--- src/rtl/note_sequencer.sv ---
// rtl/note_sequencer.sv - note FIFO plus timed tone sequencer driving a tone generator
//
// Purpose: the CPU queues note words (tone + duration in ms) into a small FIFO.
// When enabled, the sequencer plays each note in turn. After each note it inserts
// an optional silent gap, and it pulses an interrupt once the queue has drained.
//
// Ports:
//   clk_125mhz  in   1   clock, all state on rising edge
//   reset       in   1   asynchronous, active-high reset
//   wr_stb      in   1   one-cycle write strobe
//   wr_addr     in   1   0 = note FIFO, 1 = control register
//   wr_data     in   16  note word {tone[3:0], dur_ms[11:0]} or control word
//   rd_data     out  32  status {19'b0, enable, state[1:0], overflow, empty, full, count[6:0]}
//   mode        out  8   tone code to tone generator (0 = silent)
//   busy        out  1   state is not IDLE
//   done_irq    out  1   one-cycle pulse when the queue drains
`timescale 1ns/1ps

module note_sequencer #(
    parameter int DEPTH       = 16,
    parameter int TICK_CYCLES = 125000,
    parameter int GAP_MS      = 5
) (
    input  logic        clk_125mhz,
    input  logic        reset,
    input  logic        wr_stb,
    input  logic        wr_addr,
    input  logic [15:0] wr_data,
    output logic [31:0] rd_data,
    output logic [7:0]  mode,
    output logic        busy,
    output logic        done_irq
);

    localparam int            AW        = $clog2(DEPTH);
    localparam int            PW        = (TICK_CYCLES > 1) ? $clog2(TICK_CYCLES) : 1;
    localparam logic [PW-1:0] TICK_LAST = PW'(TICK_CYCLES - 1);
    localparam logic [11:0]   GAP_LAST  = 12'(GAP_MS - 1);
    localparam logic [6:0]    DEPTH_C   = 7'(DEPTH);

    typedef enum logic [1:0] {
        S_IDLE = 2'd0,
        S_LOAD = 2'd1,
        S_PLAY = 2'd2,
        S_GAP  = 2'd3
    } state_t;

    logic [15:0]   r_mem [DEPTH];
    logic [AW-1:0] r_wr_ptr;
    logic [AW-1:0] r_rd_ptr;
    logic [6:0]    r_count;
    logic          r_enable;
    logic          r_overflow;
    state_t        r_state;
    state_t        w_state_next;
    logic [7:0]    r_tone;
    logic [11:0]   r_dur;
    logic [PW-1:0] r_presc;
    logic [11:0]   r_ms;
    logic          r_done_irq;

    logic          w_full;
    logic          w_empty;
    logic          w_push;
    logic          w_pop;
    logic          w_ctrl_wr;
    logic          w_flush;
    logic          w_clr_ovf;
    logic          w_tick;
    logic          w_note_end;
    logic          w_gap_end;
    logic [15:0]   w_head;

    assign w_full     = (r_count == DEPTH_C);
    assign w_empty    = (r_count == 7'd0);
    assign w_push     = wr_stb & ~wr_addr & ~w_full;
    assign w_ctrl_wr  = wr_stb & wr_addr;
    assign w_flush    = w_ctrl_wr & wr_data[1];
    assign w_clr_ovf  = w_ctrl_wr & wr_data[2];
    assign w_head     = r_mem[r_rd_ptr];

    // A tick is the last enabled cycle of a millisecond; with enable low the
    // prescaler holds, so no tick can occur and playback time is frozen.
    assign w_tick     = r_enable && (r_presc == TICK_LAST);
    assign w_note_end = w_tick && (r_ms == (r_dur - 12'd1));
    assign w_gap_end  = w_tick && (r_ms == GAP_LAST);

    // Note storage; no reset needed, validity is tracked by the pointers.
    always_ff @(posedge clk_125mhz) begin
        if (w_push) begin
            r_mem[r_wr_ptr] <= wr_data;
        end
    end

    always_ff @(posedge clk_125mhz or posedge reset) begin
        if (reset) begin
            r_wr_ptr <= '0;
            r_rd_ptr <= '0;
            r_count  <= 7'd0;
        end else if (w_flush) begin
            r_wr_ptr <= '0;
            r_rd_ptr <= '0;
            r_count  <= 7'd0;
        end else begin
            if (w_push) begin
                r_wr_ptr <= r_wr_ptr + 1'b1;
            end
            if (w_pop) begin
                r_rd_ptr <= r_rd_ptr + 1'b1;
            end
            case ({w_push, w_pop})
                2'b10:   r_count <= r_count + 7'd1;
                2'b01:   r_count <= r_count - 7'd1;
                default: r_count <= r_count;
            endcase
        end
    end

    always_ff @(posedge clk_125mhz or posedge reset) begin
        if (reset) begin
            r_enable   <= 1'b0;
            r_overflow <= 1'b0;
        end else begin
            if (w_ctrl_wr) begin
                r_enable <= wr_data[0];
            end
            // A note store and a control store never share a strobe, so set
            // and clear of the sticky flag cannot collide.
            if (wr_stb && !wr_addr && w_full) begin
                r_overflow <= 1'b1;
            end else if (w_clr_ovf) begin
                r_overflow <= 1'b0;
            end
        end
    end

    // The popped word is captured on the IDLE->LOAD edge because the FIFO head
    // moves on that same edge; rest tones are mapped to silence here.
    always_ff @(posedge clk_125mhz or posedge reset) begin
        if (reset) begin
            r_tone <= 8'd0;
            r_dur  <= 12'd0;
        end else if (w_pop) begin
            r_tone <= (w_head[15:12] >= 4'd14) ? 8'd0 : {4'd0, w_head[15:12]};
            r_dur  <= w_head[11:0];
        end
    end

    // Counters restart on every state change, which covers LOAD->PLAY,
    // PLAY->GAP and any flush.
    always_ff @(posedge clk_125mhz or posedge reset) begin
        if (reset) begin
            r_presc <= '0;
            r_ms    <= 12'd0;
        end else if (w_state_next != r_state) begin
            r_presc <= '0;
            r_ms    <= 12'd0;
        end else if ((r_state == S_PLAY || r_state == S_GAP) && r_enable) begin
            if (w_tick) begin
                r_presc <= '0;
                r_ms    <= r_ms + 12'd1;
            end else begin
                r_presc <= r_presc + 1'b1;
            end
        end
    end

    // Drain interrupt: back to IDLE from an active state with nothing queued
    // after this edge; a flush never raises it.
    always_ff @(posedge clk_125mhz or posedge reset) begin
        if (reset) begin
            r_done_irq <= 1'b0;
        end else begin
            r_done_irq <= (r_state != S_IDLE) && (w_state_next == S_IDLE) &&
                          w_empty && !w_push && !w_flush;
        end
    end

    always_ff @(posedge clk_125mhz or posedge reset) begin
        if (reset) begin
            r_state <= S_IDLE;
        end else begin
            r_state <= w_state_next;
        end
    end

    always_comb begin
        w_state_next = r_state;
        w_pop        = 1'b0;
        if (w_flush) begin
            w_state_next = S_IDLE;
        end else begin
            case (r_state)
                S_IDLE: begin
                    if (r_enable && !w_empty) begin
                        w_state_next = S_LOAD;
                        w_pop        = 1'b1;
                    end
                end
                S_LOAD: begin
                    w_state_next = (r_dur == 12'd0) ? S_IDLE : S_PLAY;
                end
                S_PLAY: begin
                    if (w_note_end) begin
                        w_state_next = (GAP_MS > 0) ? S_GAP : S_IDLE;
                    end
                end
                S_GAP: begin
                    if (w_gap_end) begin
                        w_state_next = S_IDLE;
                    end
                end
                default: w_state_next = S_IDLE;
            endcase
        end
    end

    // Outputs decode straight from registers so an asynchronous reset silences
    // the tone generator without waiting for a clock edge.
    always_comb begin
        mode     = 8'd0;
        busy     = (r_state != S_IDLE);
        done_irq = r_done_irq;
        if (r_state == S_PLAY && r_enable) begin
            mode = r_tone;
        end
    end

    assign rd_data = {19'd0, r_enable, r_state, r_overflow, w_empty, w_full, r_count};

endmodule
--- config.mk ---
export PLATFORM = sky130hd
export DESIGN_NAME = note_sequencer
export DESIGN_NICKNAME = d
export VERILOG_FILES = /design/src/rtl/note_sequencer.sv
export SDC_FILE = /design/constraint.sdc
export NUM_CORES = 1
export LEC_CHECK = 0
export CORE_MARGIN = 1.5
export CORE_UTILIZATION = 60
export DETAILED_ROUTE_END_ITERATION = 10
export GPL_TIMING_DRIVEN = 0
export PLACE_DENSITY = 0.87
export SYNTH_ARGS = -nofsm -noshare
export SYNTH_HDL_FRONTEND = slang
export SYNTH_SLANG_ARGS = --single-unit
--- constraint.sdc ---
create_clock -name clk_125mhz -period 8.5 [get_ports clk_125mhz]
set_clock_uncertainty 0.1 [all_clocks]
set_input_delay 1.275 -clock clk_125mhz [delete_from_list [all_inputs] [get_ports clk_125mhz]]
set_output_delay 1.275 -clock clk_125mhz [all_outputs]
set_load 0.05 [all_outputs]
### Word-level counts from Yosys, hierarchy flattened

Memory sizes are Yosys's and may differ from the RTL's.
Cells that the tools add are included.

* flip-flop bits (word level): 69
* bits in latches: 0
* bits in writable memories: 256
* ROM bits: 0
* input bits: 20
* output and inout port bits: 42
* logic and storage cells: 93
* memories: 1

* $add $sub $neg: 7
* multiply operators: 0
* divide/modulo/power cells: 0
* magnitude comparators: 1
* equal/unequal tests: 10
* shift-type cells: 0
* muxes and demuxes: 27
* bitwise gates (word level): 7
* reductions and logical operators: 29

Memory list
* r_mem: words 16, width 16, read ports 1, clocked after memory_dff 0, wr ports 1, line 48 `logic [15:0] r_mem [DEPTH];`

Operator list (number)
* two-way mux 17 bit: 3
* two-way mux 12 bit: 3
* two-way mux 4 bit: 5
* adder 17 x 1 -> 17 bit (second input constant): 1
* == test 17 bit (second input constant): 1
* one-hot mux 7 bit (2 select lines): 1
* adder 12 x 1 -> 12 bit (second input constant): 1
* == test 12 bit: 1
* == test 12 x 3 -> 1 bit (second input constant): 1
* logical AND 1 bit: 12
* zero test 12 bit: 1
* nonzero test 2 bit: 6
* subtractor 12 x 1 -> 12 bit (second input constant): 1
* two-way mux 2 bit: 5
* adder 4 x 1 -> 4 bit (second input constant): 2
* two-way mux 8 bit: 1
* one-hot mux 2 bit (4 select lines): 1
* adder 7 x 1 -> 7 bit (second input constant): 1
* == test 7 x 5 -> 1 bit (second input constant): 1
* zero test 7 bit: 1
* two-way mux 1 bit: 7
* two-way mux 7 bit: 1
* subtractor 7 x 1 -> 7 bit (second input constant): 1
* == test 2 bit (second input constant): 3
* other kinds (10): 20

### Depth between registers and ports, before layout

Gate-level depths: netlist of run 1.

* word-level depth: 11
* depth in mapped cells: 14
* depth with buffers taken out: 14

### Worst setup path before layout of run 1

No wires, ideal clock.

* path type: register to register
* from: register r_state[0]
* to: register r_count[6]
* library setup time: 0.132 ns
* arrival: 3.682 ns
* required time: 8.268 ns
* setup slack: 4.586 ns
* cell stages (with the launch flop): 15
* path buffers: 1
* clock period less this slack: 3.914 ns
* path through: dfrtp_1 clkbuf_1 nor2_1 inv_1 nor3_1 nand2_1 nor2_1 ha_1 a21o_1 a21oi_1 o21bai_1 a2111o_1 o21ai_0 xnor2_1 nor2_1

* word-level cells in the longest chain between the ends: 6
* elaborated cells on any way between the ends: 8
* those cells by class: eq/ne: 2; mux: 4; reduce/logical: 2

RTL lines
* from (decl): line 54 `state_t r_state;`
* from (signal assigned): line 183 `r_state <= w_state_next;`
* zero test 2 bit *: line 193 `case (r_state)`
* two-way mux 1 bit *: line 193
* two-way mux 1 bit *: line 190 `if (w_flush) begin`
* == test 2 x 1 -> 1 bit / == test 2 bit (equally long branches): line 111 `case ({w_push, w_pop})`
* one-hot mux 7 bit (2 select lines): line 111
* two-way mux 7 bit: line 100 `end else if (w_flush) begin`
* to (signal assigned): line 112 `2'b10: r_count <= r_count + 7'd1;`
* to (signal assigned): line 113 `2'b01: r_count <= r_count - 7'd1;`
* to (signal assigned): line 114 `default: r_count <= r_count;`
* to (decl): line 51 `logic [6:0] r_count;`

Mark *: on every way between the ends. The rest lies on a longest branch, timed or not.
A chain may end at the register's enable or synchronous reset.

### Worst setup path after layout of run 1

* from: input port wr_stb
* to: register r_count[6]

* word-level cells in the longest chain between the ends: 6
* elaborated cells on any way between the ends: 10
* those cells by class: eq/ne: 2; mux: 3; bitwise: 4; reduce/logical: 1

RTL lines
* from (decl): line 26 `input logic wr_stb,`
* bitwise AND 1 bit: line 77 `assign w_ctrl_wr = wr_stb & wr_addr;`
* bitwise AND 1 bit: line 78 `assign w_flush = w_ctrl_wr & wr_data[1];`
* two-way mux 1 bit: line 190
* == test 2 x 1 -> 1 bit / == test 2 bit (equally long branches): line 111
* one-hot mux 7 bit (2 select lines): line 111
* two-way mux 7 bit: line 100

Several ways; a longest one is shown, not always the timed one.

==> impl_metrics.tcl, run 1 <==
set metrics [dict create \
    cts_resized 0 \
    hp-class "reg2reg" \
    vias 7950 \
    synthAdderAreaFrac_pct 1.40 \
    required_ns 8.84 \
    drt_iter0_drc 802 \
    drv_cap 0 \
    grt_pass1_wl_mm 49.1 \
    final.fill_count 1378 \
    critical_path_class "in2reg" \
    core_um2 22700 \
    cp-start-kind "input pin" \
    path_clk_slew_ns 0.07 \
    postSynthCellCount 821 \
    synth_top_family_by_area "multiplexers" \
    synth-simple-area-share_pct 7.30 \
    synth.area.top_cells "edfxtp_1 55%, dfrtp_1 12%, mux4_2 11%" \
    ant_nets 0 \
    vdd_ir_drop_max_v 0.000216 \
    worst_slew_pin_slew_ns 1.28 \
    cts.sinks 321 \
    period_share_pct 54.8 \
    clock.fmax_mhz 215 \
    synth.top_cell.area_share_pct 55.3 \
    cts-root-buf "clkbuf_16" \
    io_pins 62 \
    power.static_leakage_uw 0.00563 \
    rsz0062_at_grt "false" \
    pwr-share-clk_pct 29.1 \
    slew_headroom_pct 14.6 \
    track_usage_pct 28.1 \
    start_util_pct 61.2 \
    route.detailed.drc 0 \
    hold-worst-slack_ns 0.393 \
    layout_common_cells "256 x edfxtp_1, 68 x mux4_2, 65 x dfrtp_1" \
    cts_tree "done" \
    cts_buffers 31 \
    synth_edf_count 256 \
    grt_overflow_total 0 \
    dieHeight_um 155 \
    grt_max_degree 36 \
    drive_above_1_share_pct 20.9 \
    diodes 0 \
    ys_seq_area_share_pct 67.0 \
    syn_to_final_growth_pct 14.8 \
    post_cts_buffers 0 \
    postPlaceCellArea_um2 14900 \
    p_int_uw 3230 \
    routabilityCongestion 0.902 \
    async_flop_share_pct 20.2 \
    fp.dieArea_um2 24100 \
    synth-xor-area-share_pct 3.09 \
    switching_share_pct 31.8 \
    powerDensity_nw_per_um2 297 \
    mostFrequentLayoutCell "edfxtp_1" \
    htreeDepth 1 \
    wl_mm 32.8 \
    total_power_uw 4740 \
    hpwl_mm 20.1 \
    cp_max_fo 10 \
    synth_seq_cells 321 \
    die_width_um 155 \
    place.port_buffers 38 \
    avgSynthCellArea_um2 16.9 \
    design_area_um2 16000 \
    setup_tns_ns 0 \
    register_area_um2 9310 \
    finalMaxSlewViolations 0 \
    final_nets 960 \
    fp-row-count 55 \
    fin_crit_ns 4.66 \
    setup_violations 0 \
    run_status "completed" \
    syn_area_um2 13900 \
    power.share.sequential_pct 40.8 \
    antenna_found_initial 0 \
    avgRoutedWirePerCell_um 26.5 \
    hold_buffers 0 \
    p_comb_share_pct 30.1 \
    switchingPower_uw 1510 \
    clk_latency_ns 0.59 \
    synth_compound_area_share_pct 2.86 \
    dr.pass1.iters 5 \
    critPathCaptureType "flop" \
    critical_path_arrival_ns 5.00 \
    cts.path.max_buffers 3 \
    synth_cell_types 65 \
    synthFlopType "edfxtp_1" \
    hold_violations 0 \
    synth_top_area_cell "edfxtp_1" \
    grt_pass1_vias 8061 \
    synthMuxAreaShare_pct 14.7 \
    multiInputGateArea_um2 4200 \
    viasPerCell 6.44 \
    synth_warnings 0 \
]
kinds of logic after synthesis:
kind of cell | count (synthesis)
DFF | 321
and+or+nand+nor | 195
other | 1
muxes | 98
adders and majority gates | 15
xor gates and xnor gates | 49
buffers and inverters | 85
AOI/OAI and AO/OA | 57
sequential cells by signal (all words and copies together) (netlist names), 2 cells and up:
signal and cells:
r_state 2, r_count 7, r_rd_ptr 4, r_tone 4, r_presc 17, r_ms 12, r_wr_ptr 4, r_mem 256
r_dur 12
Yosys cell counts (14+ instances only):
master and instances:
nor2_1 62, inv_1 20, nor3_1 20, nand2_1 34
xor2_1 28, clkbuf_1 20, xnor2_1 21, a21oi_1 14
mux4_2 68, ha_1 14, edfxtp_1 256, nand3_1 17
buf_4 30, dfrtp_1 65
through the flow:
stage          std cells  utilization (%)  setup slack, ns
6_report            1235             70.3             3.84
5_1_grt             1235             70.3             3.70
4_1_cts             1235             70.3             3.88
3_5_place_dp        1177             65.8             3.45
3_3_place_gp        1166             64.8             2.40
2_1_floorplan        843                -             4.59
per-layer routing:
layer	vias to the layer above	global-route usage [%]	wire, um
met4	0	12.2	1410
met3	100	3.98	2480
met1	4048	36.5	12200
met2	447	47.9	16700
li1	3355	-	-
met5	-	0	0
critical path: stages:
cell and delay (ns):
clkdlybuf4s50_1 0.61, nor3b_1 0.63, clkbuf_1 0.50, nor2_1 0.25, fa_1 0.46, a21o_1 0.18, a21oi_1 0.20, o21bai_1 0.12
a2111o_1 0.42, o21ai_0 0.12, xnor2_1 0.18, nor2_1 0.07
path summary, 6_finish.rpt:
check	from	end	slack [ns]	cells past startpoint
worst max register to register	r_count[0]	r_count[6]	4.30	13
worst min register to register	r_tone[1]	r_tone[1]	0.39	2
worst min-delay path	r_tone[1]	r_tone[1]	0.39	2
min in group asynchronous	reset	r_wr_ptr[1]	1.03	2
worst max-delay path	wr_stb	r_count[6]	3.84	12
max in group asynchronous	reset	r_dur[9]	6.66	3
power groups by stage:
| stage | sequential, uW | combinational (uW) | clock, uW |
|---|---|---|---|
| 2_1_floorplan | 1990 | 973 | 0 |
| 3_3_place_gp | 1950 | 1340 | 0 |
| 3_5_place_dp | 1960 | 1400 | 0 |
| 4_1_cts | 1930 | 1430 | 1390 |
| 5_1_grt | 1940 | 1520 | 1450 |
| 6_report | 1930 | 1430 | 1380 |
layout make-up:
class                      count  share of cell area (%)
tap                          285                    2.23
clock buffer                  40                    5.14
sequential                   321                    58.4
inverter                      20                   0.470
multi-input combinational    437                    26.3
timing repair buffer          49                    3.65
clock inverter                18                    1.19
buffer                        65                    2.65
(Power assumes the default switching activity.)
==> run 2, diff against run 1 <==
--- a/config.mk
+++ b/config.mk
@@ -6,10 +6,10 @@
 export NUM_CORES = 1
 export LEC_CHECK = 0
 export CORE_MARGIN = 1.5
-export CORE_UTILIZATION = 60
+export CORE_UTILIZATION = 55
 export DETAILED_ROUTE_END_ITERATION = 10
 export GPL_TIMING_DRIVEN = 0
-export PLACE_DENSITY = 0.87
+export PLACE_DENSITY = 0.84
 export SYNTH_ARGS = -nofsm -noshare
 export SYNTH_HDL_FRONTEND = slang
 export SYNTH_SLANG_ARGS = --single-unit
==> constraint.sdc (replaced) <==
create_clock -name clk_125mhz -period 4.2 [get_ports clk_125mhz]
set_clock_uncertainty 0.1 [all_clocks]
set_input_delay 0.63 -clock clk_125mhz [delete_from_list [all_inputs] [get_ports clk_125mhz]]
set_output_delay 0.63 -clock clk_125mhz [all_outputs]
set_load 0.05 [all_outputs]
==> impl_metrics.tcl, run 2 (synthesis results as in run 1) <==
set metrics [dict create \
    run_status "completed" \
    setup_violations 0 \
    design_area_um2 16000 \
    antenna_found_initial 0 \
    diodes 0 \
    worst_slew_pin_slew_ns 1.23 \
    largest_reg_flops 256 \
    post_cts_buffers 0 \
    grt_max_degree 40 \
    clock.fmax_mhz 254 \
    syn_to_final_growth_pct 14.9 \
    vdd_ir_drop_max_v 0.000468 \
    avgRoutedWirePerCell_um 24.1 \
    drive_above_1_share_pct 21.1 \
    grt_pass1_vias 7816 \
    final_nets 958 \
    cts-root-buf "clkbuf_16" \
    finalMaxSlewViolations 0 \
    crit_chain "nor4_1 -> and3_1 -> nor3b_2 -> clkbuf_1 -> nor2_2 -> ha_1 -> a21o_1 -> a21oi_1 -> o21bai_1 -> a2111o_1 -> o21ai_0 -> xnor2_1 -> nor2_1" \
    fp-row-count 57 \
    critPathLaunch "r_count[0]" \
    clk_latency_ns 0.58 \
    vias 7807 \
    r2r_start "r_count[0]" \
    r2r_slack_ns 0.27 \
    viasPerCell 6.14 \
    cp_slowest_cell "nor4_1" \
    fp.dieArea_um2 26200 \
    slew_headroom_pct 17.9 \
    p_int_uw 6570 \
    rr_worst_depth 13 \
    htreeDepth 1 \
    critical_path_class "reg2reg" \
    regMostFlops "r_mem" \
    hpwl_mm 19.5 \
    hp-class "in2async" \
    track_usage_pct 24.0 \
    cts.sinks 321 \
    drt_iter0_drc 725 \
    grt_use_met1_pct 31.9 \
    core_um2 24500 \
    io_pins 62 \
    cp_max_fo 10 \
    ant_nets 0 \
    period_share_pct 93.6 \
    cts_buffers 31 \
    cp-start-kind "flop" \
    layout_common_cells "256 x edfxtp_1, 68 x mux4_2, 65 x dfrtp_1" \
    route.detailed.drc 0 \
    start_util_pct 56.6 \
    dieHeight_um 162 \
    grt_pass1_wl_mm 46.3 \
    power.static_leakage_uw 0.00560 \
    required_ns 4.54 \
    top_regs "r_mem: 256 flops, r_presc: 17 flops" \
    wl_mm 30.6 \
    r2r-end "r_count[6]" \
    fin_crit_ns 3.93 \
    switchingPower_uw 3010 \
    powerDensity_nw_per_um2 600 \
    busiest_layer "met2" \
    critPathBufInv 1 \
    cts_tree "done" \
    die_width_um 162 \
    p_comb_share_pct 29.9 \
    critical_path_arrival_ns 4.27 \
    switching_share_pct 31.4 \
    dr.pass1.iters 5 \
    critPathTopFamily "simple AND/OR/NAND/NOR gates" \
    gr-usage-met2_pct 41.2 \
    instances_no_fill 1272 \
    setup_tns_ns 0 \
    drv_cap 0 \
    mostFrequentLayoutCell "edfxtp_1" \
    cts.path.max_buffers 3 \
    dp.cells 1214 \
    routabilityCongestion 0.889 \
    critPathCaptureType "flop" \
    place.port_buffers 38 \
    grt_overflow_total 0 \
    grt_use_met3_pct 3.52 \
    rsz0062_at_grt "false" \
    final.fill_count 1675 \
    total_power_uw 9580 \
    max_stage_delay_ns 0.58 \
    hold_violations 0 \
    power.share.sequential_pct 40.8 \
    postPlaceCellArea_um2 14900 \
    pwr-share-clk_pct 29.4 \
    path_clk_slew_ns 0.06 \
]
run 2: changes by cell type in the layout (fill, tap and decap cells not counted), moves of 3 or more:
| cell | change |
|---|---|
| clkinv_2 | -3 |
| clkinv_1 | +7 |
| buf_16 | -4 |
| clkinvlp_4 | +3 |
| buf_8 | +4 |
| clkbuf_1 | -7 |
run 2: final cells by class:
cell class / instances / area (um2) / area share, %
plain buffers: 65 / 423 / 2.65
clock buffers: 32 / 779 / 4.88
clock inverters: 26 / 254 / 1.59
inverters: 20 / 75.1 / 0.470
multi-input cells: 437 / 4210 / 26.4
flip-flops and latches: 321 / 9310 / 58.3
well taps: 324 / 405 / 2.54
repair buffers: 47 / 509 / 3.19
run 2: power groups by stage:
stage	combinational (uW)	clock, uW	sequential (uW)
global route	3070	2930	3930
finish	2860	2810	3900
detailed placement	2840	0	3960
CTS	2870	2830	3900
global placement	2730	0	3950
floorplan	1970	0	4030
run 2: layer usage:
layer / part of all wire, % / routed length (um)
met1: 39 / 11800
met2: 51 / 15500
met3: 7.6 / 2330
met4: 2.9 / 885
met5: 0 / 0
run 2: per-stage QoR:
stage	util (%)	setup WS [ns]	hold slack, ns
finish	65.1	0.267	0.355
global route	65.1	0.0479	0.406
floorplan	-	0.286	0.342
detailed placement	60.8	-0.231	0.364
CTS	65.0	0.0296	0.360
global placement	60.2	-1.20	0.356
run 2: how the worst max path moves through the flow:
stage,to,slack [ns],cells past startpoint
floorplan,r_count[6],0.29,14
global placement,r_mem[4][8],-1.20,5
detailed placement,r_count[6],-0.23,12
CTS,r_count[6],0.03,14
global route,r_count[6],0.05,13
finish,r_count[6],0.27,13
run 2: what timing repair did:
item                                    in CTS  in global routing
endpoints found under the setup margin       0                  2
hold buffers                                 0                  0
resized for setup                            0                  3
==> run 3, diff against run 2 <==
--- a/config.mk
+++ b/config.mk
@@ -8,7 +8,7 @@
 export CORE_MARGIN = 1.5
 export CORE_UTILIZATION = 55
 export DETAILED_ROUTE_END_ITERATION = 10
-export GPL_TIMING_DRIVEN = 0
+export GPL_TIMING_DRIVEN = 1
 export PLACE_DENSITY = 0.84
 export SYNTH_ARGS = -nofsm -noshare
 export SYNTH_HDL_FRONTEND = slang
==> impl_metrics.tcl, run 3 (synthesis results as in run 1) <==
set metrics [dict create \
    run_status "completed" \
    pwr-share-clk_pct 28.3 \
    r2r_start "r_count[0]" \
    io_pins 62 \
    clk_latency_ns 0.57 \
    critical_path_class "reg2reg" \
    slew_headroom_pct 30.4 \
    htreeDepth 1 \
    track_usage_pct 23.4 \
    hold_violations 0 \
    multiInputGateArea_um2 4200 \
    fin_crit_ns 3.68 \
    hpwl_mm 17.5 \
    period_share_pct 87.7 \
    powerDensity_nw_per_um2 590 \
    viasPerCell 6.08 \
    core_um2 24500 \
    holdCritStartpoint "r_tone[3]" \
    cp_max_fo 6 \
    total_power_uw 9220 \
    cts_tree "done" \
    critical_path_arrival_ns 4.04 \
    largest_reg_flops 256 \
    critPathLaunch "r_count[0]" \
    worst_slew_pin_slew_ns 1.04 \
    grt_overflow_total 0 \
    place.port_buffers 38 \
    instances_no_fill 1224 \
    required_ns 4.56 \
    power.share.sequential_pct 44.2 \
    final.fill_count 1668 \
    syn_to_final_growth_pct 12.5 \
    die_width_um 162 \
    path_clk_slew_ns 0.06 \
    p_comb_share_pct 27.4 \
    dp.cells 1169 \
    mostFrequentLayoutCell "edfxtp_1" \
    start_util_pct 56.6 \
    cts-root-buf "clkbuf_16" \
    hp-class "reg2reg" \
    grt_pass1_wl_mm 45.2 \
    dr.pass1.iters 7 \
    cts.sinks 321 \
    vdd_ir_drop_max_v 0.000412 \
    clock.fmax_mhz 272 \
    power.static_leakage_uw 0.00539 \
    routabilityCongestion 0.860 \
    drv_cap 0 \
    avgRoutedWirePerCell_um 24.2 \
    critPathCaptureType "flop" \
    regMostFlops "r_mem" \
    top_regs "r_mem: 256 flops, r_presc: 17 flops" \
    layout_common_cells "256 x edfxtp_1, 68 x mux4_2, 63 x dfrtp_1" \
    drive_above_1_share_pct 18.7 \
    antenna_found_initial 0 \
    vias 7447 \
    route.detailed.drc 0 \
    setup_tns_ns 0 \
    rsz0062_at_grt "false" \
    drt_iter0_drc 731 \
    ant_nets 0 \
    wl_mm 29.6 \
    fp.dieArea_um2 26200 \
    cp-start-kind "flop" \
    grt_max_degree 41 \
    final_nets 913 \
    setup_violations 0 \
    finalMaxSlewViolations 0 \
    dieHeight_um 162 \
    cts_resized 0 \
    final_util_pct 63.7 \
    diodes 0 \
    fp-row-count 57 \
    hold_buffers 0 \
    cts_buffers 31 \
    p_int_uw 6370 \
    switchingPower_uw 2840 \
    register_area_um2 9320 \
    switching_share_pct 30.8 \
    grt_pass1_vias 7566 \
    cts.path.max_buffers 3 \
    post_cts_buffers 0 \
]
-- run 3: cell count changes in the layout (fill, tap and decap cells not counted), sizes merged --
| cell | before | now |
|---|---|---|
| clkinv | 17 | 9 |
| clkinvlp | 4 | 3 |
| buf | 53 | 29 |
| bufinv | 4 | 2 |
| clkbuf | 53 | 40 |
-- run 3: through the flow --
| stage | hold WS, ns | setup slack (ns) | instance area [um2] |
|---|---|---|---|
| after global routing | 0.418 | 0.231 | 15600 |
| final | 0.403 | 0.518 | 15600 |
| after global placement | 0.393 | 0.443 | 14700 |
| after CTS | 0.406 | 0.271 | 15600 |
| after floorplan | 0.342 | 0.286 | 14000 |
| after detailed placement | 0.387 | 0.308 | 14700 |
-- run 3: worst paths after layout --
| check | to | depth (start not counted) | slack, ns |
|---|---|---|---|
| worst max-delay path | r_count[6] | 14 | 0.52 |
| worst min-delay path | r_tone[3] | 1 | 0.40 |
| worst max register to register | r_count[6] | 14 | 0.52 |
| worst min register to register | r_tone[3] | 1 | 0.40 |
| max in group asynchronous | r_ms[7] | 3 | 2.67 |
| min in group asynchronous | r_count[3] | 2 | 0.46 |
-- run 3: layer usage --
| metal | global-route usage (%) | vias up | part of all wire [%] |
|---|---|---|---|
| met5 | 0 | - | 0 |
| met4 | 9.13 | 0 | 3.9 |
| met3 | 3.83 | 74 | 6.5 |
| met2 | 38.7 | 283 | 49 |
| met1 | 31.5 | 3833 | 40 |
| li1 | - | 3257 | - |
-- run 3: area by class of cell --
type,instances,share of cell area (%)
repair buffers,67,4.31
well taps,324,2.59
flip-flops and latches,321,59.6
multi-input cells,437,26.9
inverters,20,0.480
clock inverters,15,0.913
clock buffers,40,5.18
-- run 3: power groups by stage --
stage | Sequential [uW] | Clock, uW | Combinational, uW
6_report | 4080 | 2610 | 2530
5_1_grt | 4120 | 2790 | 2710
4_1_cts | 4080 | 2660 | 2540
3_5_place_dp | 4140 | 0 | 2510
3_3_place_gp | 4120 | 0 | 2470
2_1_floorplan | 4030 | 0 | 1970
-- run 3: worst max-delay path, stage by stage, from the launching register on --
cell      delay (ns)
dfrtp_1         0.45
nor4_1          0.12
nand3_1         0.14
inv_1           0.08
nor3_2          0.39
nand2_1         0.26
nor2_1          0.45
ha_1            0.36
a21o_1          0.19
a21oi_1         0.22
o21bai_1        0.11
a2111o_1        0.40
o21ai_0         0.10
xnor2_1         0.14
nor2_1          0.05
